File: config.mk
export PLATFORM = sky130hd
export DESIGN_NAME = uart_frame_assembler
export DESIGN_NICKNAME = d
export VERILOG_FILES = /design/src/rtl/uart_frame_assembler.sv
export SDC_FILE = /design/constraint.sdc
export NUM_CORES = 1
export LEC_CHECK = 0
export BUFFER_PORTS_ARGS = -buffer_cell sky130_fd_sc_hd__buf_4
export CORE_MARGIN = 2
export CORE_UTILIZATION = 52
export CTS_BUF_LIST = sky130_fd_sc_hd__clkbuf_2
export CTS_CLUSTER_DIAMETER = 200
export DETAILED_ROUTE_END_ITERATION = 10
export PLACE_DENSITY = 0.86
export SLEW_MARGIN = 0
export SYNTH_ARGS = -nofsm -noshare
export SYNTH_HDL_FRONTEND = slang
export SYNTH_SLANG_ARGS = --single-unit
File: constraint.sdc
create_clock -name clk -period 2.75 [get_ports clk]
set_input_delay 0.4125 -clock clk [delete_from_list [all_inputs] [get_ports clk]]
set_output_delay 0.4125 -clock clk [all_outputs]
set_load 0.005 [all_outputs]
File: src/rtl/uart_frame_assembler.sv
// Packs UART RX bytes into {mode, data, addr} command frames for the cmd FIFO.
// Optional inter-byte timeout: define UART_FRAME_TIMEOUT_EN.
module uart_frame_assembler #(
  parameter int ADDR_WIDTH   = 16,
  parameter int DATA_WIDTH   = 8,
  parameter int FRAME_BYTES  = (ADDR_WIDTH + DATA_WIDTH) / 8 + 1,
  parameter int TIMEOUT_CLKS = 100000
) (
  input  logic                           clk,
  input  logic                           rstn,
  input  logic                           rx_ready,
  input  logic [7:0]                     rx_data,
  input  logic                           frame_ready,
  input  logic                           err_clr,
  output logic                           frame_valid,
  output logic [FRAME_BYTES*8-1:0]       frame_data,
  output logic [ADDR_WIDTH-1:0]          f_addr,
  output logic [DATA_WIDTH-1:0]          f_wdata,
  output logic                           f_mode,
  output logic [$clog2(FRAME_BYTES)-1:0] byte_cnt,
  output logic                           busy,
  output logic                           fmt_err,
  output logic                           drop_err,
  output logic                           timeout_err
);

  localparam int CW = $clog2(FRAME_BYTES);
  localparam logic [CW-1:0] LAST = CW'(FRAME_BYTES - 1);

  if ((ADDR_WIDTH % 8) != 0 || (DATA_WIDTH % 8) != 0
      || TIMEOUT_CLKS < 2) begin : g_bad_cfg
    $error("uart_frame_assembler: illegal parameter set");
  end

  typedef enum logic {
    COLLECT,
    HOLD
  } state_t;

  state_t          state, state_d;
  logic            prev_rdy;
  logic            byte_evt;
  logic            xfer;
  logic            take;
  logic            tmo_hit;
  logic [CW-1:0]   cnt_d;
  logic            fmt_d;
  logic            drop_d;

  assign byte_evt = rx_ready & ~prev_rdy;
  assign xfer     = (state == HOLD) & frame_ready;
  // a byte landing on the transfer edge starts the next frame
  assign take     = byte_evt & ((state == COLLECT) | xfer);

`ifdef UART_FRAME_TIMEOUT_EN
  localparam int TW = $clog2(TIMEOUT_CLKS);
  logic [TW-1:0] idle_cnt;

  assign tmo_hit = (state == COLLECT) && (byte_cnt != '0)
                   && !byte_evt
                   && (idle_cnt == TW'(TIMEOUT_CLKS - 1));

  always_ff @(posedge clk or negedge rstn) begin
    if (!rstn) begin
      idle_cnt <= '0;
    end else if (take || tmo_hit || state != COLLECT
                 || byte_cnt == '0) begin
      idle_cnt <= '0;
    end else begin
      idle_cnt <= idle_cnt + TW'(1);
    end
  end
`else
  assign tmo_hit = 1'b0;
`endif

  always_comb begin
    state_d = state;
    cnt_d   = byte_cnt;
    fmt_d   = 1'b0;
    drop_d  = drop_err & ~err_clr;
    if (xfer) state_d = COLLECT;
    if (byte_evt && state == HOLD && !frame_ready) drop_d = 1'b1;
    if (take) begin
      cnt_d = byte_cnt + CW'(1);
      if (byte_cnt == LAST) begin
        cnt_d = '0;
        unique case (1'b1)
          rx_data[7:1] == 7'd0: state_d = HOLD;
          default:              fmt_d   = 1'b1;
        endcase
      end
    end else if (tmo_hit) begin
      cnt_d = '0;
    end
  end

  always_ff @(posedge clk or negedge rstn) begin
    if (!rstn) begin
      state       <= COLLECT;
      byte_cnt    <= '0;
      prev_rdy    <= 1'b1;
      fmt_err     <= 1'b0;
      drop_err    <= 1'b0;
      timeout_err <= 1'b0;
    end else begin
      state       <= state_d;
      byte_cnt    <= cnt_d;
      prev_rdy    <= rx_ready;
      fmt_err     <= fmt_d;
      drop_err    <= drop_d;
      timeout_err <= tmo_hit;
    end
  end

  always_ff @(posedge clk or negedge rstn) begin
    if (!rstn) begin
      frame_data <= '0;
    end else begin
      for (int i = 0; i < FRAME_BYTES; i++) begin
        if (take && byte_cnt == CW'(i)) begin
          frame_data[i*8 +: 8] <= rx_data;
        end
      end
    end
  end

  assign frame_valid = (state == HOLD);
  assign f_addr      = frame_data[ADDR_WIDTH-1:0];
  assign f_wdata     = frame_data[ADDR_WIDTH +: DATA_WIDTH];
  assign f_mode      = frame_data[(FRAME_BYTES-1)*8];
  assign busy        = (byte_cnt != '0) || frame_valid;

endmodule

# Yosys cells after proc, flatten, opt, wreduce, memory -nomap -nowiden
# Index checks and enable logic that the tools add are counted.
[classes]
add_sub_neg = 1
n_eq_ne = 3
muxes = 9
n_bitwise = 8
reduce_logical = 11
[ops]
columns = ["cell", "n"]
rows = [
  ["1-bit 2-to-1 mux", 8],
  ["7-bit logical NOT", 1],
  ["1-bit logical AND", 6],
  ["1-bit AND", 4],
  ["2-bit equality test (second input constant)", 2],
  ["1-bit NOT", 3],
  ["2-bit by 1-bit adder with 2-bit output (second input constant)", 1],
  ["2-bit by 1-bit equality test with 1-bit output (second input constant)", 1],
  ["2-bit logical NOT", 1],
  ["2-bit 2-to-1 mux", 1],
  ["2-bit nonzero test", 1],
  ["1-bit logical NOT", 1],
  ["1-bit logical OR", 1],
  ["1-bit bitwise OR", 1],
]
[word_totals]
ff_bits = 38
input_bits = 13
out_inout_bits = 64
wordCells = 41

# Depth between registers and ports, before layout
# Gate-level depths: netlist of the first run.
[logic_depth]
ltp_word = 5
mapped_depth = 4
ltp_nobuf = 4

# Worst setup path before layout of the first run
# Ideal clock, no wire load.
[synth_timing]
path_type = "input-to-reg"
startpoint = "input port frame_ready"
endpoint = "register frame_data[24]"
setup_ns = 0.125
arrival_ns = 1.166
required_ns = 2.625
setup_slack_ns = 1.459
path_stages = 4
n_path_buf = 1
cell_sequence = "nand2b_1 -> buf_4 -> nand3_4 -> mux2_2"
[synth_via]
elab_chain_cells = 4
[synth_lines]
columns = ["item", "line", "rtl"]
rows = [
  ["start: declaration", "13", "input logic frame_ready,"],
  ["1-bit AND", "51", "assign xfer = (state == HOLD) & frame_ready;"],
  ["1-bit bitwise OR", "53", "assign take = byte_evt & ((state == COLLECT) | xfer);"],
  ["1-bit AND", "53", ""],
  ["1-bit logical AND", "121", "if (take && byte_cnt == CW'(i)) begin"],
  ["end signal: indexed assignment", "122", "frame_data[i*8 +: 8] <= rx_data;"],
  ["end: declaration", "16", "output logic [FRAME_BYTES*8-1:0] frame_data,"],
]
# No other way between the ends.
# A chain may end at the register's enable or synchronous reset.

# Final worst setup path of the first run
[layout_timing]
startpoint = "register byte_cnt[0]"
endpoint = "output port busy"
[layout_via]
elab_chain_cells = 2
[layout_lines]
columns = ["item", "line", "rtl"]
rows = [
  ["start: declaration", "20", "output logic [$clog2(FRAME_BYTES)-1:0] byte_cnt,"],
  ["start signal: assignment", "108", "byte_cnt <= cnt_d;"],
  ["2-bit nonzero test", "132", "assign busy = (byte_cnt != '0) || frame_valid;"],
  ["1-bit logical OR", "132", ""],
  ["end: declaration", "21", "output logic busy,"],
]
# No other way between the ends.

==> run metrics, run 1 <==
outcome finished clean; critical path launch point type flop; sequential share of power 39.3%; Core ar. 0.003284 mm^2; Worst-Skew Late Latency 390 ps; unrepaired setup endpoints after global routing false; die width 61.98 um; P_int 1.829 mW; Die Y 61.98 um; commonest cells after routing, fill and taps aside 75 x buf_4, 37 x dfrtp_1, 34 x mux2_2; sw frac 29.72%; Setup TNS 0 ps; clock network fraction of design power 16.3%; Placer Congestion 0.7477; H-tree depth 2; achievable frequency 548.8 MHz; post-synthesis xor/xnor area fraction 0%; distinct cell type count after synthesis 18; Port Buf Inserts 75; die footprint 0.003841 mm^2; Setup CP Type reg -> out; register area share after synthesis 54.47%; cell area after synthesis 0.001748 mm^2; clk_skew 24.17 ps; Initial Utilization roughly 53%; nets 196; final instance area approximately 0.0023 mm^2; P_leak about 1.1 nW; Crit Path Max Fanout 6; Std-Cell Rows 21; clk sinks 38; maximum vdd ir drop 0.5938 mV; crit path launch byte_cnt[0]; post-route ant nets 0; antenna diode count 0; most common cell after layout, fill and taps aside buf_4; combinational power share 44.4%; Final Non-Filler Cells approximately 230; Psw 773.3 uW; Vias between 1000 and 1500; GR Util All Layers 19.65%; Hold Crit Class in -> reg; largest family of logic cells by synthesized area multiplexers; DRT Wirelength 3525 um; Post-Syn Nets 141; global-route wire length before repair 5278 um; Cells after Synth 124; area delta synth->final 28.92%; fin. max-slew vios 0; fin crit share 66.26%; post-synthesis adder-cell area fraction ~2.9%; # placed instances 217; clock root cell clkbuf_2; DRC violations left 0; placed cell areas around 0.0022 mm^2; filler instances 256; final core occ between 60% and 70%; Initial DRT Pass Iterations 4; proportion of synthesized area in mux cells between 20% and 30%; layout cells sized above 1 67.78%; WP data arrival approximately 1400 ps; synthesized flop and latch total 38; Via density 4.788; max_cap viols 0; Critical Path RT 2340 ps; gr ovfl total 0; Inserted Clock Buffers 5; Avg Inst Size Synth 14.10 um^2; io pins 77; minimum clock period around 1800 ps; DRT iter0 DRCs 43; hold_sp rx_ready; largest net degree at the start of global routing 39; antenna violations before repair 0; vias in the first global route 1032; R2R Path Start frame_valid; Final Hold Viols 0; Simple-Gate Fraction of Synth Area 6.514%; clock slew at reported path FFs around 200 ps; Worst setup EP type primary output; post-DP HPWL 2686 um; post-CTS sizing 0; CTS max path bufs 2; Ys Warns 0; Final setup viols 0; CTS tree done; Compound-Gate Fraction of Synth Area 0.9306%; average wire per cell in the routed design 15.60 um; PwrDens 1155 mW/mm^2
==> repair_timing <==
action / in CTS / in global routing
hold buffers: 1 / 0
setup buffers: 0 / 0
endpoints found under the hold margin: 37 / 0
==> power by group through the flow <==
stage | clock (mW) | combinational, mW | sequential, mW
final | 0.424 | 1.16 | 1.02
after global routing | 0.456 | 1.27 | 1.06
after CTS | 0.433 | 1.18 | 1.02
after detailed placement | 0 | 1.18 | 1.03
after global placement | 0 | 1.14 | 1.02
after floorplan | 0 | 0.633 | 1.01
==> metal layers <==
metal  global-route usage [%]  up-vias  share of wire, %
met3                    4.141        5               5.4
met2                    32.59       44                53
li1                         -      500                 -
met1                    25.54      533                41
met5                        0        -                 0
met4                    6.991        0              0.99
==> metrics by stage <==
stage                     hold WS (ps)  power [mW]  setup WS (ps)
final                            103.8       2.602          927.9
after global routing             81.47       2.789          826.6
after CTS                        92.19       2.636          917.7
after detailed placement         398.6       2.209           1099
after global placement           391.7       2.153           1133
after floorplan                  116.9       1.646           1459
==> worst max-delay path: stages, from the launching register on <==
cell      delay (ps)
dfrtp_1          480
inv_1            110
ha_1             230
nand2b_1          70
buf_4            130
==> synth_stat cells, drive strengths merged <==
master | n | area (um^2)
dfrtp | 37 | 925.9
mux2 | 34 | 382.9
buf | 28 | 214.0
ha | 4 | 50.05
inv | 4 | 15.01
nand3 | 4 | 70.07
nand2 | 2 | 7.510
nand2b | 2 | 12.51
a21oi | 1 | 5.000
conb | 1 | 3.750
dfstp | 1 | 26.28
nor2 | 1 | 3.750
nor2b | 1 | 8.760
nor3 | 1 | 5.000
nor4 | 1 | 6.260
o21ai | 1 | 5.000
o22ai | 1 | 6.260
==> flip-flops by register name, summed over array words and instances (netlist names) <==
name / count
prev_rdy: 1
fmt_err: 1
frame_valid: 1
frame_data: 32
byte_cnt: 2
drop_err: 1
==> worst paths after layout <==
path	to	slack (ps)	cells after the start
min in group asynchronous	byte_cnt[0]	480	2
setup reg to reg	frame_data[25]	1230	3
hold / removal	prev_rdy	100	1
max in group asynchronous	frame_data[8]	1920	2
setup / recovery	busy	930	4
hold reg to reg	frame_data[31]	530	1
==> cell families (layout without fill, tap and decap cells) <==
| group | count (synthesis) | in the layout |
|---|---|---|
| AND/OR/NAND/NOR | 12 | 12 |
| buffers and inverters | 32 | 88 |
| adder cells (fa/ha/maj) | 4 | 4 |
| flip-flops | 38 | 38 |
| multiplexers | 34 | 34 |
| other | 1 | 1 |
| AO/OA/AOI/OAI | 3 | 3 |
==> cell type report <==
cell class              count  area [um^2]  area share [%]
repair buffers             76        573.1           25.43
clock inverters             3        63.81           2.832
clock buffers               5        25.02           1.110
well taps                  46        57.56           2.554
flip-flops and latches     38        952.2           42.25
inverters                   4        15.01          0.6663
multi-input cells          54        566.8           25.15
Power figures use the tool's default switching activity.
==> inputs of run 2 (changes only) <==
--- a/config.mk
+++ b/config.mk
@@ -5,13 +5,14 @@
 export SDC_FILE = /design/constraint.sdc
 export NUM_CORES = 1
 export LEC_CHECK = 0
+export ABC_AREA = 1
 export BUFFER_PORTS_ARGS = -buffer_cell sky130_fd_sc_hd__buf_4
 export CORE_MARGIN = 2
-export CORE_UTILIZATION = 52
+export CORE_UTILIZATION = 44
 export CTS_BUF_LIST = sky130_fd_sc_hd__clkbuf_2
 export CTS_CLUSTER_DIAMETER = 200
 export DETAILED_ROUTE_END_ITERATION = 10
-export PLACE_DENSITY = 0.86
+export PLACE_DENSITY = 0.77
 export SLEW_MARGIN = 0
 export SYNTH_ARGS = -nofsm -noshare
 export SYNTH_HDL_FRONTEND = slang
==> constraint.sdc (replaced) <==
create_clock -name clk -period 1.6 [get_ports clk]
set_input_delay 0.24 -clock clk [delete_from_list [all_inputs] [get_ports clk]]
set_output_delay 0.24 -clock clk [all_outputs]
set_load 0.005 [all_outputs]
==> run metrics, run 2 <==
outcome finished clean; hold_sp rx_data[0]; Setup TNS 0 ps (unchanged); worst-path cell with the longest stage delay dfrtp_1; distinct cell type count after synthesis 18 (unchanged); Final Hold Viols 0 (unchanged); io pins 77 (unchanged); combinational power share 45.1% (+0.7 points); clk sinks 38 (unchanged); Post-Syn Nets 226 (+60%); antenna diode count 0 (unchanged); EDFF count, synth 0 (unchanged); cell area after synthesis 0.001810 mm^2 (+3.6%); Placement Setup Slack -331.4 ps (-1430 ps); area leader, netlist dfrtp_1; critical path launch point type flop; R2R Path Start frame_valid; DRC violations left 0 (unchanged); GR Util All Layers 19.63% (about the same); post-route ant nets 0 (unchanged); fin. max-slew vios 0 (unchanged); largest net degree at the start of global routing 39 (unchanged); Via density 4.891 (+2.2%); die footprint 0.004644 mm^2 (+21%); average wire per cell in the routed design 13.63 um (-13%); final setup margin 85.58 ps (-842.4 ps); Hold Crit Class in -> reg; Initial DRT Pass Iterations 5 (+1); main flop type after synthesis dfrtp_1; die width 68.15 um (+10%); max reg flops 32 (unchanged); DRT iter0 DRCs 112 (+160%); cells along the critical path inv_2, ha_4, nand2_1, buf_4; WP data arrival 1270 ps (-140 ps); Critical path buffers and inverters 2 (unchanged); Avg Inst Size Synth 8.663 um^2 (-39%); Placer Congestion 0.7726 (+3.3%); max incr delay on CP 440 ps (-40 ps); relative slew slack 65.09%; Inserted Clock Buffers 5 (unchanged); layout cells sized above 1 37.41% (-30 points); filler instances 374 (+46%); sequential share of power 38.3% (-1.0 points); top flop regs frame_data x32, byte_cnt x2; area delta synth->final 31.86%; CTS max path bufs 2 (unchanged); Critical Path RT 1360 ps (-980 ps); Worst setup EP type primary output; DRT Wirelength 4360 um (+24%); FFs w/ async S/R, synth 100.0% (unchanged); largest reg by FF count frame_data; clk_skew 12.71 ps (-11.46 ps); count leader, synth nand2_1; P_leak 1.340 nW (+21%); Final Non-Filler Cells 320 (+42%); clock network fraction of design power 16.6% (+0.3 points); Synth area leaders dfrtp_1 51%, nand2_1 16%, buf_4 11%; register area share after synthesis 52.59% (-1.9 points); Synth top cells by count 75 x nand2_1, 37 x dfrtp_1, 32 x nand3_1; clock root cell clkbuf_2; post-DP HPWL 2995 um (+12%); # placed instances 303 (+40%); H-tree depth 2 (unchanged); Cells after Synth 209 (+69%); minimum clock period about 1500 ps; Core ar. 0.003971 mm^2 (+21%); Least-Margin Pin Slew 523.0 ps; global-route wire length before repair 6520 um (+24%); vias in the first global route 1406 (+36%); Crit Path Max Fanout 3 (-3); nets 286 (+46%); Port Buf Inserts 75 (unchanged); Crit path max-delay family flip-flops; PwrDens 1843 mW/mm^2 (+60%); Worst-Skew Late Latency 400 ps (about the same); max_cap viols 0 (unchanged); clock slew at reported path FFs 190 ps (about the same); Ys Warns 0 (unchanged); P_int 2.932 mW (+60%); antenna violations before repair 0 (unchanged); Setup CP Type reg -> out; Die Y 68.15 um (+10%); sw frac 33.37% (+3.7 points); Vias 1565 (+45%); Initial Utilization 45.59% (-7.6 points); crit path launch byte_cnt[0]; CTS tree done; fin crit share 94.65%; most common cell after layout, fill and taps aside buf_4; gr ovfl total 0 (unchanged); Final setup viols 0 (unchanged); top-area cell type share of the netlist area 51.14% (-1.8 points); commonest cells after routing, fill and taps aside 83 x buf_4, 75 x nand2_1, 37 x dfrtp_1; synthesized flop and latch total 38 (unchanged); maximum vdd ir drop 0.8006 mV (+35%); Psw 1.468 mW (+90%); Std-Cell Rows 23 (+9.5%); achievable frequency 660.3 MHz
-- run 2: cell count changes after synthesis, moves of 3 or more --
cell,delta
nand2_1,+73
mux2_2,-34
nand3_1,+32
nor2_1,+7
nand2_2,+4
nand3_4,-4
buf_2,+3
inv_1,+3
-- run 2: final cells by class --
cell class	instances	area (um^2)	area share (%)
tap	50	62.56	2.621
clock inverter	3	63.81	2.673
sequential	38	952.2	39.88
multi-input combinational	129	596.8	25.00
timing repair buffer	86	653.1	27.36
clock buffer	5	25.02	1.048
inverter	9	33.78	1.415
-- run 2: logic make-up after synthesis --
| kind of cell | synth area share, % |
|---|---|
| AOI/OAI and AO/OA | 0.8987 |
| adders and majority gates | 2.764 |
| buffers and inverters | 15.76 |
| DFF | 52.59 |
| other | 0.2071 |
| and+or+nand+nor | 27.78 |
-- run 2: power by group through the flow --
stage	logic, mW	clock network (mW)	registers, mW
after global routing	2.23	0.802	1.75
after CTS	1.97	0.741	1.69
final	1.99	0.732	1.68
after global placement	1.80	0	1.71
after detailed placement	1.86	0	1.72
after floorplan	0.989	0	1.70
-- run 2: metal layers --
metal  routed length (um)  track usage (%)  vias to the layer above
li1                     -                -                      747
met1                 1754            25.45                      732
met2                 2114            30.22                       74
met3                  378            6.250                       12
met4                  113            8.500                        0
met5                    0                0                        -
-- run 2: worst paths after layout --
kind	end	slack, ps	depth (start not counted)
setup / recovery	busy	90	4
hold / removal	frame_data[8]	100	3
setup reg to reg	frame_data[31]	130	6
hold reg to reg	frame_data[28]	500	2
max in group asynchronous	prev_rdy	920	2
min in group asynchronous	frame_data[28]	320	2
-- run 2: per-stage QoR --
step                total power [mW]  hold slack, ps  area (um^2)  util [%]
detailed placement             3.581           232.7         2207     55.58
floorplan                      2.687          -55.59         1810         -
global placement               3.510           228.8         2207     55.58
CTS                            4.392           93.32         2366     59.58
finish                         4.400           104.9         2387     60.11
global route                   4.785           49.80         2387     60.11
-- run 2: timing repair --
action / in CTS / in global routing
gates resized for setup: 3 / 2
setup buffers: 3 / 2
pin swaps: 1 / 2
hold endpoints to repair: 39 / 0
setup endpoints to repair: 35 / 34
gates cloned: 0 / 1
hold buffers: 3 / 0
-- run 2: tightest hold or removal path: cells and delay by family --
kind	cells	cell delay, ps
buffers and inverters	1	110
AND/OR/NAND/NOR	2	140
==> inputs of run 3 (changes only) <==
--- a/config.mk
+++ b/config.mk
@@ -12,8 +12,7 @@
 export CTS_BUF_LIST = sky130_fd_sc_hd__clkbuf_2
 export CTS_CLUSTER_DIAMETER = 200
 export DETAILED_ROUTE_END_ITERATION = 10
-export PLACE_DENSITY = 0.77
-export SLEW_MARGIN = 0
+export PLACE_DENSITY = 0.78
 export SYNTH_ARGS = -nofsm -noshare
 export SYNTH_HDL_FRONTEND = slang
 export SYNTH_SLANG_ARGS = --single-unit
==> run metrics, run 3 (synthesis gave the netlist of run 2 again) <==
WP data arrival 1300 ps (+30 ps); largest reg by FF count frame_data; die footprint 0.004644 mm^2 (unchanged); most common cell after layout, fill and taps aside buf_4; io pins 77 (unchanged); Via density 4.769 (-2.5%); clock slew at reported path FFs 200 ps (about the same); final core occ 60.27% (+0.16 points); CTS max path bufs 2 (unchanged); clock root cell clkbuf_2; nets 286 (unchanged); top flop regs frame_data x32, byte_cnt x2; PwrDens 1842 mW/mm^2 (about the same); fin crit share 96.37% (+1.7 points); vias in the first global route 1412 (+0.43%); DRT Wirelength 4187 um (-4.0%); clk_skew 29.33 ps (+16.62 ps); Vias 1526 (-2.5%); Setup TNS 0 ps (unchanged); H-tree depth 2 (unchanged); R2R Path Start frame_valid; Hold Crit Class in -> reg; crit path launch byte_cnt[1]; average wire per cell in the routed design 13.08 um (-4.0%); Placer Congestion 0.7836 (+1.4%); antenna diode count 0 (unchanged); final setup margin 58.01 ps (-27.57 ps); layout cells sized above 1 38.89% (+1.5 points); commonest cells after routing, fill and taps aside 83 x buf_4, 74 x nand2_1, 35 x dfrtp_1; Critical Path RT 1360 ps (about the same); outcome finished clean; antenna violations before repair 0 (unchanged); Final Hold Viols 0 (unchanged); area delta synth->final 32.20%; Std-Cell Rows 23 (unchanged); Core ar. 0.003971 mm^2 (unchanged); Die Y 68.15 um (unchanged); largest net degree at the start of global routing 39 (unchanged); Initial DRT Pass Iterations 4 (-1); minimum clock period 1542 ps (+27.57 ps); unrepaired setup endpoints after global routing true; CTS tree done; Initial Utilization 45.59% (unchanged); hold_sp rx_ready; gr ovfl total 0 (unchanged); Worst setup EP type primary output; placed cell areas 0.002222 mm^2 (+0.68%); area of the multi-input gates 599.3 um^2 (+0.42%); Final setup viols 0 (unchanged); clk sinks 38 (unchanged); Worst-Skew Late Latency 390 ps (about the same); post-DP HPWL 2974 um (-0.71%); filler instances 343 (-8.3%); P_leak 1.340 nW (about the same); DRT iter0 DRCs 85 (-24%); max_cap viols 0 (unchanged); critical path launch point type flop; Final Power 4.409 mW (+0.19%); GR Util All Layers 19.64% (about the same); achievable frequency 648.5 MHz (-1.8%); Inserted Clock Buffers 5 (unchanged); Setup CP Type reg -> out; maximum vdd ir drop 0.6967 mV (-13%); global-route wire length before repair 6541 um (+0.32%); register area 954.7 um^2 (+0.26%); max reg flops 32 (unchanged); Crit Path Max Fanout 5 (+2); post-route ant nets 0 (unchanged); DRC violations left 0 (unchanged); Placement Setup Slack -111.7 ps (+219.6 ps); Port Buf Inserts 75 (unchanged); final instance area 0.002394 mm^2 (+0.26%); fin. max-slew vios 0 (unchanged); die width 68.15 um (unchanged)
==> run 3: cell count changes in the layout (fill, tap and decap cells not counted), sizes merged <==
cell	previous run	this run
buf	83	84
dlygate4sd3	3	2
==> run 3: layout make-up <==
class                   instances  share of cell area (%)
flip-flops and latches         38                   39.88
repair buffers                 86                   27.34
multi-input cells             129                   25.04
clock inverters                 3                   2.666
well taps                      50                   2.614
inverters                       9                   1.411
clock buffers                   5                   1.045
==> run 3: per-stage QoR <==
step	instances	hold slack (ps)
detailed placement	305	227.9
global route	320	19.09
CTS	315	18.20
finish	320	42.95
floorplan	209	-55.59
global placement	305	230.3
==> run 3: path summary, 6_finish.rpt <==
check | end | cells past startpoint | slack [ps]
worst min-delay path | prev_rdy | 2 | 40
min in group asynchronous | frame_data[0] | 2 | 310
worst max register to register | frame_data[27] | 6 | 230
worst min register to register | frame_data[26] | 2 | 500
max in group asynchronous | prev_rdy | 2 | 940
worst max-delay path | busy | 4 | 60
==> run 3: power by group <==
| part | internal [mW] | switching, mW |
|---|---|---|
| sequential | 1.37 | 0.329 |
| clock | 0.416 | 0.316 |
| combinational | 1.17 | 0.807 |
==> run 3: timing repair <==
action,in CTS,in global routing
endpoints found under the hold margin,38,0
cloned,0,1
endpoints found under the setup margin,34,13
pin swaps,0,3
resized for setup,6,3
setup buffers,0,4
hold buffers,2,0
==> run 3: metal layers <==
| metal | vias to the layer above | wire length (um) | GRT usage, % |
|---|---|---|---|
| met3 | 4 | 336 | 5.428 |
| met4 | 0 | 51 | 9.250 |
| li1 | 742 | - | - |
| met1 | 709 | 1767 | 25.35 |
| met5 | - | 0 | 0 |
| met2 | 71 | 2031 | 30.58 |
==> run 3: worst max-delay path, stage by stage, from the launching register on <==
cell,delay (ps)
dfrtp_2,470
inv_2,100
ha_4,170
nand2_2,60
buf_6,110
